[src/rtl/multicycle_control.sv]
// Multicycle MIPS-style main control FSM with a memory-stall timeout watchdog.
// Define JUMP_INSN_EN to enable the J instruction (op 000010); otherwise that opcode is illegal.
module multicycle_control #(
    parameter int unsigned MEM_WAIT_MAX = 15
) (
    input  logic       clk,
    input  logic       rst_n,
    input  logic [5:0] op,
    input  logic       mem_ready,
    output logic [1:0] ALUOp,
    output logic       PCWrite,
    output logic       PCWriteCond,
    output logic       IorD,
    output logic       MemRead,
    output logic       MemWrite,
    output logic       MemtoReg,
    output logic       IRWrite,
    output logic       RegWrite,
    output logic       RegDst,
    output logic       ALUSrcA,
    output logic [1:0] ALUSrcB,
    output logic [1:0] PCSource,
    output logic       illegal_op,
    output logic       mem_err,
    output logic [3:0] state
);

    localparam int unsigned CW = (MEM_WAIT_MAX < 2) ? 1 : $clog2(MEM_WAIT_MAX + 1);
    localparam logic [CW-1:0] WAIT_LIMIT = CW'(MEM_WAIT_MAX);

    typedef enum logic [3:0] {
        FETCH  = 4'd0,
        DECODE = 4'd1,
        MEMADR = 4'd2,
        MEMRD  = 4'd3,
        MEMWB  = 4'd4,
        MEMWR  = 4'd5,
        EXEC   = 4'd6,
        RCOMP  = 4'd7,
`ifdef JUMP_INSN_EN
        BRANCH = 4'd8,
        JUMP   = 4'd9
`else
        BRANCH = 4'd8
`endif
    } state_t;

    state_t        r_state;
    logic [CW-1:0] r_wait;
    logic          r_illegal;
    logic          r_mem_err;
    logic          w_stall;
    logic          w_timeout;

    assign w_stall    = !mem_ready && (r_state == FETCH || r_state == MEMRD || r_state == MEMWR);
    assign w_timeout  = w_stall && (r_wait == WAIT_LIMIT);
    assign state      = r_state;
    assign illegal_op = r_illegal;
    assign mem_err    = r_mem_err;

    // Wait counter defaults to clear; it only survives a cycle that stalls in place.
    always_ff @(posedge clk or negedge rst_n) begin
        if (!rst_n) begin
            r_state   <= FETCH;
            r_wait    <= '0;
            r_illegal <= 1'b0;
            r_mem_err <= 1'b0;
        end else begin
            r_wait    <= '0;
            r_illegal <= 1'b0;
            r_mem_err <= 1'b0;
            if (w_timeout) begin
                r_state   <= FETCH;
                r_mem_err <= 1'b1;
            end else if (w_stall) begin
                r_wait <= r_wait + CW'(1);
            end else begin
                case (r_state)
                    FETCH:  r_state <= DECODE;
                    DECODE: begin
                        case (op)
                            6'b100011,
                            6'b101011: r_state <= MEMADR;
                            6'b000000: r_state <= EXEC;
                            6'b000100: r_state <= BRANCH;
`ifdef JUMP_INSN_EN
                            6'b000010: r_state <= JUMP;
`endif
                            default: begin
                                r_state   <= FETCH;
                                r_illegal <= 1'b1;
                            end
                        endcase
                    end
                    MEMADR: r_state <= (op == 6'b100011) ? MEMRD : MEMWR;
                    MEMRD:  r_state <= MEMWB;
                    MEMWR:  r_state <= FETCH;
                    EXEC:   r_state <= RCOMP;
                    default: r_state <= FETCH;
                endcase
            end
        end
    end

    always_comb begin
        ALUOp       = 2'b00;
        PCWrite     = 1'b0;
        PCWriteCond = 1'b0;
        IorD        = 1'b0;
        MemRead     = 1'b0;
        MemWrite    = 1'b0;
        MemtoReg    = 1'b0;
        IRWrite     = 1'b0;
        RegWrite    = 1'b0;
        RegDst      = 1'b0;
        ALUSrcA     = 1'b0;
        ALUSrcB     = 2'b00;
        PCSource    = 2'b00;
        case (r_state)
            FETCH: begin
                MemRead = 1'b1;
                ALUSrcB = 2'b01;
                IRWrite = mem_ready;
                PCWrite = mem_ready;
            end
            DECODE: ALUSrcB = 2'b11;
            MEMADR: begin
                ALUSrcA = 1'b1;
                ALUSrcB = 2'b10;
            end
            MEMRD: begin
                MemRead = 1'b1;
                IorD    = 1'b1;
            end
            MEMWB: begin
                RegWrite = 1'b1;
                MemtoReg = 1'b1;
            end
            MEMWR: begin
                MemWrite = 1'b1;
                IorD     = 1'b1;
            end
            EXEC: begin
                ALUSrcA = 1'b1;
                ALUOp   = 2'b10;
            end
            RCOMP: begin
                RegWrite = 1'b1;
                RegDst   = 1'b1;
            end
            BRANCH: begin
                ALUSrcA     = 1'b1;
                ALUOp       = 2'b01;
                PCWriteCond = 1'b1;
                PCSource    = 2'b01;
            end
`ifdef JUMP_INSN_EN
            JUMP: begin
                PCWrite  = 1'b1;
                PCSource = 2'b10;
            end
`endif
            default: ;
        endcase
    end

endmodule
[config.mk]
export PLATFORM = sky130hd
export DESIGN_NAME = multicycle_control
export DESIGN_NICKNAME = d
export VERILOG_FILES = /design/src/rtl/multicycle_control.sv
export SDC_FILE = /design/constraint.sdc
export NUM_CORES = 1
export LEC_CHECK = 0
export CAP_MARGIN = 10
export CORE_MARGIN = 8
export CORE_UTILIZATION = 43
export CTS_BUF_LIST = sky130_fd_sc_hd__clkbuf_4
export CTS_CLUSTER_DIAMETER = 80
export DETAILED_ROUTE_END_ITERATION = 16
export PLACE_DENSITY_LB_ADDON = 0.25
export SYNTH_ARGS = -nofsm -noshare
export SYNTH_HDL_FRONTEND = slang
export SYNTH_SLANG_ARGS = --single-unit
[constraint.sdc]
create_clock -name clk -period 1.6 [get_ports clk]
set_input_delay 0.48 -clock clk [delete_from_list [all_inputs] [get_ports clk]]
set_output_delay 0.48 -clock clk [all_outputs]
set_load 0.01 [all_outputs]
== Yosys cells after proc, flatten, opt, wreduce, memory -nomap -nowiden ==
Index checks and enable logic that the tools add are counted.

* Output and inout port bits: 22
* Logic and storage cells: 55
* Register bits after elaboration: 10
* Bits of input ports: 9

* Reduce and logical (&&, ||, !) cells: 13
* Mux-type cells: 24
* Equal/unequal tests: 13
* Add/sub/neg operators: 1

{| class="wikitable"
|+ Operators with widths
! kind !! number
|-
| 4-bit one-hot mux with 5 select lines || 1
|-
| 4-bit by 3-bit equality test with 1-bit output, second input constant || 4
|-
| 4-bit two-way mux || 4
|-
| 1-bit two-way mux || 15
|-
| 6-bit equality test, second input constant || 2
|-
| 4-bit one-hot mux with 3 select lines || 1
|-
| 4-bit by 2-bit equality test with 1-bit output, second input constant || 2
|-
| 4-bit equality test, second input constant || 2
|-
| 2-bit OR reduction || 4
|-
| 6-bit by 3-bit equality test with 1-bit output, second input constant || 1
|-
| 6-bit logical NOT || 1
|-
| 2-bit one-hot mux with 3 select lines || 1
|-
| 4-bit by 1-bit adder with 4-bit output, second input constant || 1
|-
| 4-bit by 1-bit equality test with 1-bit output, second input constant || 1
|-
| 4-bit logical NOT || 1
|-
| 2-bit one-hot mux with 2 select lines || 1
|-
| 4-bit OR reduction || 1
|-
| 3-bit two-way mux || 1
|-
| 3-bit OR reduction || 1
|-
| 1-bit logical AND || 2
|-
| 1-bit logical OR || 2
|-
| 2-bit by 1-bit inequality test with 1-bit output, second input constant || 1
|-
| 1-bit logical NOT || 1
|}

== Depth between registers and ports, before layout ==
Gate-level depths: netlist of run 1.

* Depth in word-level cells: 6
* Depth in mapped cells: 5
* Mapped depth without buffers: 4

== Worst setup path after synthesis of run 1 ==
Ideal clock, no wire load.

* Path kind: register to output
* Start point: register r_state[2] (netlist: state[2])
* End point: output RegWrite
* Arrival time: 1.388 ns
* Path buffers: 1
* Required time: 1.120 ns
* Setup slack: -0.268 ns
* Cell stages (with the launch flop): 5
* Path through: dfrtp_1 buf_6 or2b_2 nor3_1 or2_2

* Cells in the longest elaborated chain, start to end: 3
* Elaborated cells on any way between the ends: 4
* Those cells by class: 2 x eq/ne; 1 x mux; 1 x reduce/logical

{| class="wikitable"
|+ Ends and longest elaborated chain
! element !! RTL line !! source
|-
| from (decl) || 48 || <nowiki>state_t r_state;</nowiki>
|-
| from (signal assigned) || 95 || <nowiki>MEMADR: r_state <= (op == 6'b100011) ? MEMRD : MEMWR;</nowiki>
|-
| 4-bit by 3-bit equality test with 1-bit output || 119 || <nowiki>case (r_state)</nowiki>
|-
| 2-bit OR reduction (no line) * || -- ||
|-
| 1-bit two-way mux * || 119 ||
|-
| to (decl) || 18 || <nowiki>output logic RegWrite,</nowiki>
|}

Every way passes the cells marked *; elsewhere a longest branch is shown, timed or not.

== Worst setup path in the final report of run 1 ==
* Start point: register r_state[3] (netlist: state[3])
* End point: output RegWrite

The elaborated chain is that of the path after synthesis.

==> results.py, run 1 <==
metrics = {
    "cells_and_area": {
        "regArea_um2": 251,
        "fin_area_mm2": 0.00134,
        "nNetsFinal": 146,
        "antennaDiodeCount": 0,
        "syn_to_final_growth_pct": 82.6,
        "fill_cells": 109,
        "multiInputGateArea_um2": 562,
        "layout-drive-gt1-share_pct": 58.5,
    },
    "floorplan": {
        "rows": 15,
        "dieArea_mm2": 0.00328,
        "die_h_um": 57.3,
        "start_util_pct": 43.8,
        "coreArea_mm2": 0.00167,
        "die_w_um": 57.3,
        "ios": 31,
    },
    "timing": {
        "fmax_mhz": 547,
        "setup_viol": 16,
        "fin_worst_skew_ns": 0.00124,
        "period_share_pct": 114,
        "grt_setup_unrepaired": "true",
        "final_hold_viol_count": 0,
        "finalWorstSetupSlack_ns": -0.227,
        "finalCriticalPeriod_ns": 1.83,
        "slew_violations": 0,
    },
    "synthesis": {
        "synth_area_um2": 732,
        "ys_seq_area_share_pct": 34.2,
        "synth_top_cells_by_count": "15 x nor2_1, 10 x dfrtp_1, 6 x nor3_1, 4 x buf_4, 4 x nand2b_1",
        "synth_fp_nets": 93,
        "ys_seq_elements": 10,
        "ys_types": 37,
        "yosysTopAreaCell": "dfrtp_1",
        "async_flop_share_pct": 100,
        "yosys-top-cells-area": "dfrtp_1 34%, nor2_1 7.7%, nor3_1 4.1%",
        "syn_avg_cell_area_um2": 8.82,
        "synth_top_area_share_pct": 34.2,
        "yosys_warnings": 0,
        "post-synth-top-count-cell": "nor2_1",
        "syn_inst": 83,
        "synth_edf_count": 0,
        "yosys_most_used_dff": "dfrtp_1",
    },
    "setup_path": {
        "rr_startpoint": "state[2]$_DFFE_PN0P_",
        "cp.arrival_ns": 1.35,
        "worst-r2r-cell-count": 6,
        "cp.required_ns": 1.12,
        "cp-end-kind": "primary output",
        "reg2reg_setup_slack_ns": -0.04,
        "worstSetupStartpoint": "state[3]$_DFFE_PN0P_",
        "endpoint": "RegWrite",
        "start_kind": "flip-flop",
        "rr_endpoint": "state[1]$_DFFE_PN0P_",
        "path_class": "flip-flop to primary output",
        "crit_path_max_fanout": 3,
    },
    "drt": {
        "drt_iter0_drc": 2,
        "routedWlPerCell_um": 14.6,
        "dr_total_vias": 809,
        "postRouteAntennaNets": 0,
        "first_pass_iters": 4,
        "wirelength_um": 2220,
        "drc": 0,
        "vias_per_cell": 5.32,
    },
    "grt": {
        "use_met2_pct": 24.5,
        "grtUsageMet1_pct": 15.0,
        "grt_util_met3_pct": 3.81,
        "antenna_found_initial": 0,
        "grt_max_degree": 11,
        "busiest_layer": "met2",
        "grt_pass1_vias": 826,
        "grt_overflow": 0,
        "grt_usage_pct": 14.0,
        "grt_first_pass_wirelength_um": 3660,
    },
    "placement": {
        "hpwl_um": 1660,
        "port_buffers": 29,
        "gp_congestion": 0.834,
        "dp_slack_ns": -0.580,
        "dpl_cell_area_mm2": 0.00120,
    },
    "clock_tree": {
        "h-tree-depth": 1,
        "cts_root_buffer": "clkbuf_4",
        "cts_buffer_depth": 2,
        "postCtsHoldBufs": 0,
        "clk_latency_ns": 0.27,
        "cts_tree": "done",
        "path_clk_slew_ns": 0.06,
        "numCtsBuffers": 3,
        "clkSinkCount": 10,
    },
    "status": {
        "violations": "negative setup slack",
        "status": "finished with violations",
    },
    "power": {
        "power.leakage_nw": 0.663,
        "p_per_area_mw_per_mm2": 706,
        "max-vdd-ir-drop_mv": 0.669,
        "p_total_mw": 0.944,
    },
    "hold_path": {
        "min_path_type": "flip-flop to flip-flop",
    },
    "job": {
        "drv_cap": 0,
    },
}
==> worst min path at each step <==
| stage | start | to | depth (start not counted) |
|---|---|---|---|
| after floorplan | rst_n | illegal_op$_DFF_PN0_ | 0 |
| after global routing | r_wait[0]$_DFF_PN0_ | r_wait[0]$_DFF_PN0_ | 1 |
| after global placement | r_wait[0]$_DFF_PN0_ | r_wait[0]$_DFF_PN0_ | 1 |
| final | r_wait[0]$_DFF_PN0_ | r_wait[0]$_DFF_PN0_ | 1 |
| after CTS | r_wait[0]$_DFF_PN0_ | r_wait[0]$_DFF_PN0_ | 1 |
| after detailed placement | r_wait[0]$_DFF_PN0_ | r_wait[0]$_DFF_PN0_ | 1 |
==> kinds of logic after synthesis <==
| logic type | share of synthesized area, % |
|---|---|
| xor+xnor | 3.59 |
| compound gates | 11.6 |
| buf+inv | 10.1 |
| other cells | 0.512 |
| flops | 34.2 |
| fa+ha+maj | 1.71 |
| simple gates | 38.3 |
==> critical path: stages, from the launching register on <==
cell     delay [ns]
dfrtp_1        0.40
or2b_4         0.29
nor3_4         0.14
or2_4          0.15
buf_6          0.09
==> per-layer routing <==
layer  wire length (µm)  vias to the layer above
met5                  0                        -
met4                 52                        0
met3                108                        6
met2               1140                       26
met1                911                      384
li1                   -                      393
==> stage by stage <==
stage	std cells	utilization (%)	setup TNS, ns	hold WS, ns
final	152	80.0	-2.50	0.462
after global routing	152	80.0	-3.48	0.490
after CTS	152	75.2	-2.60	0.463
after detailed placement	147	71.9	-7.97	0.454
after global placement	147	71.9	-7.20	0.440
after floorplan	83	-	-0.162	0.184
==> repair_timing <==
item                                    4_1_cts  5_1_grt
gates resized for setup                      97       22
pin swaps                                     7        7
endpoints found under the setup margin       30       20
buffers inserted                              1        1
cloned                                        0        0
==> final cells by class <==
type | count | area share [%]
Multi-Input combinational cell | 64 | 42.0
Tap cell | 17 | 1.59
Clock inverter | 1 | 0.281
Clock buffer | 3 | 1.69
Inverter | 2 | 0.562
Sequential cell | 10 | 18.8
Timing Repair Buffer | 55 | 35.0
==> sequential cells by signal, summed over array words and instances (netlist names) <==
signal,cells
state,4
illegal_op,1
r_wait,4
mem_err,1
==> layout by cell type (no fill, tap or decap), types with 4 or more instances in the layout <==
| cell type | Yosys | final |
|---|---|---|
| buf_4 | 4 | 20 |
| dfrtp_1 | 10 | 9 |
| nor2_1 | 15 | 9 |
| buf_2 | 0 | 10 |
| dlymetal6s2s_1 | 0 | 4 |
| buf_6 | 2 | 13 |
==> report_power, final <==
part | switching, mW | leakage [nW] | internal, mW
clock | 0.0896 | 0.0154 | 0.0905
sequential | 0.0219 | 0.133 | 0.279
combinational | 0.201 | 0.514 | 0.261
No activity file was read; power rests on OpenSTA's default activity.
==> run 2, diff against run 1 <==
HOLD_SLACK_MARGIN = 0.05   (was unset)
==> results of run 2 <==
Final layout, timing and power as in run 1 (identical DEF).
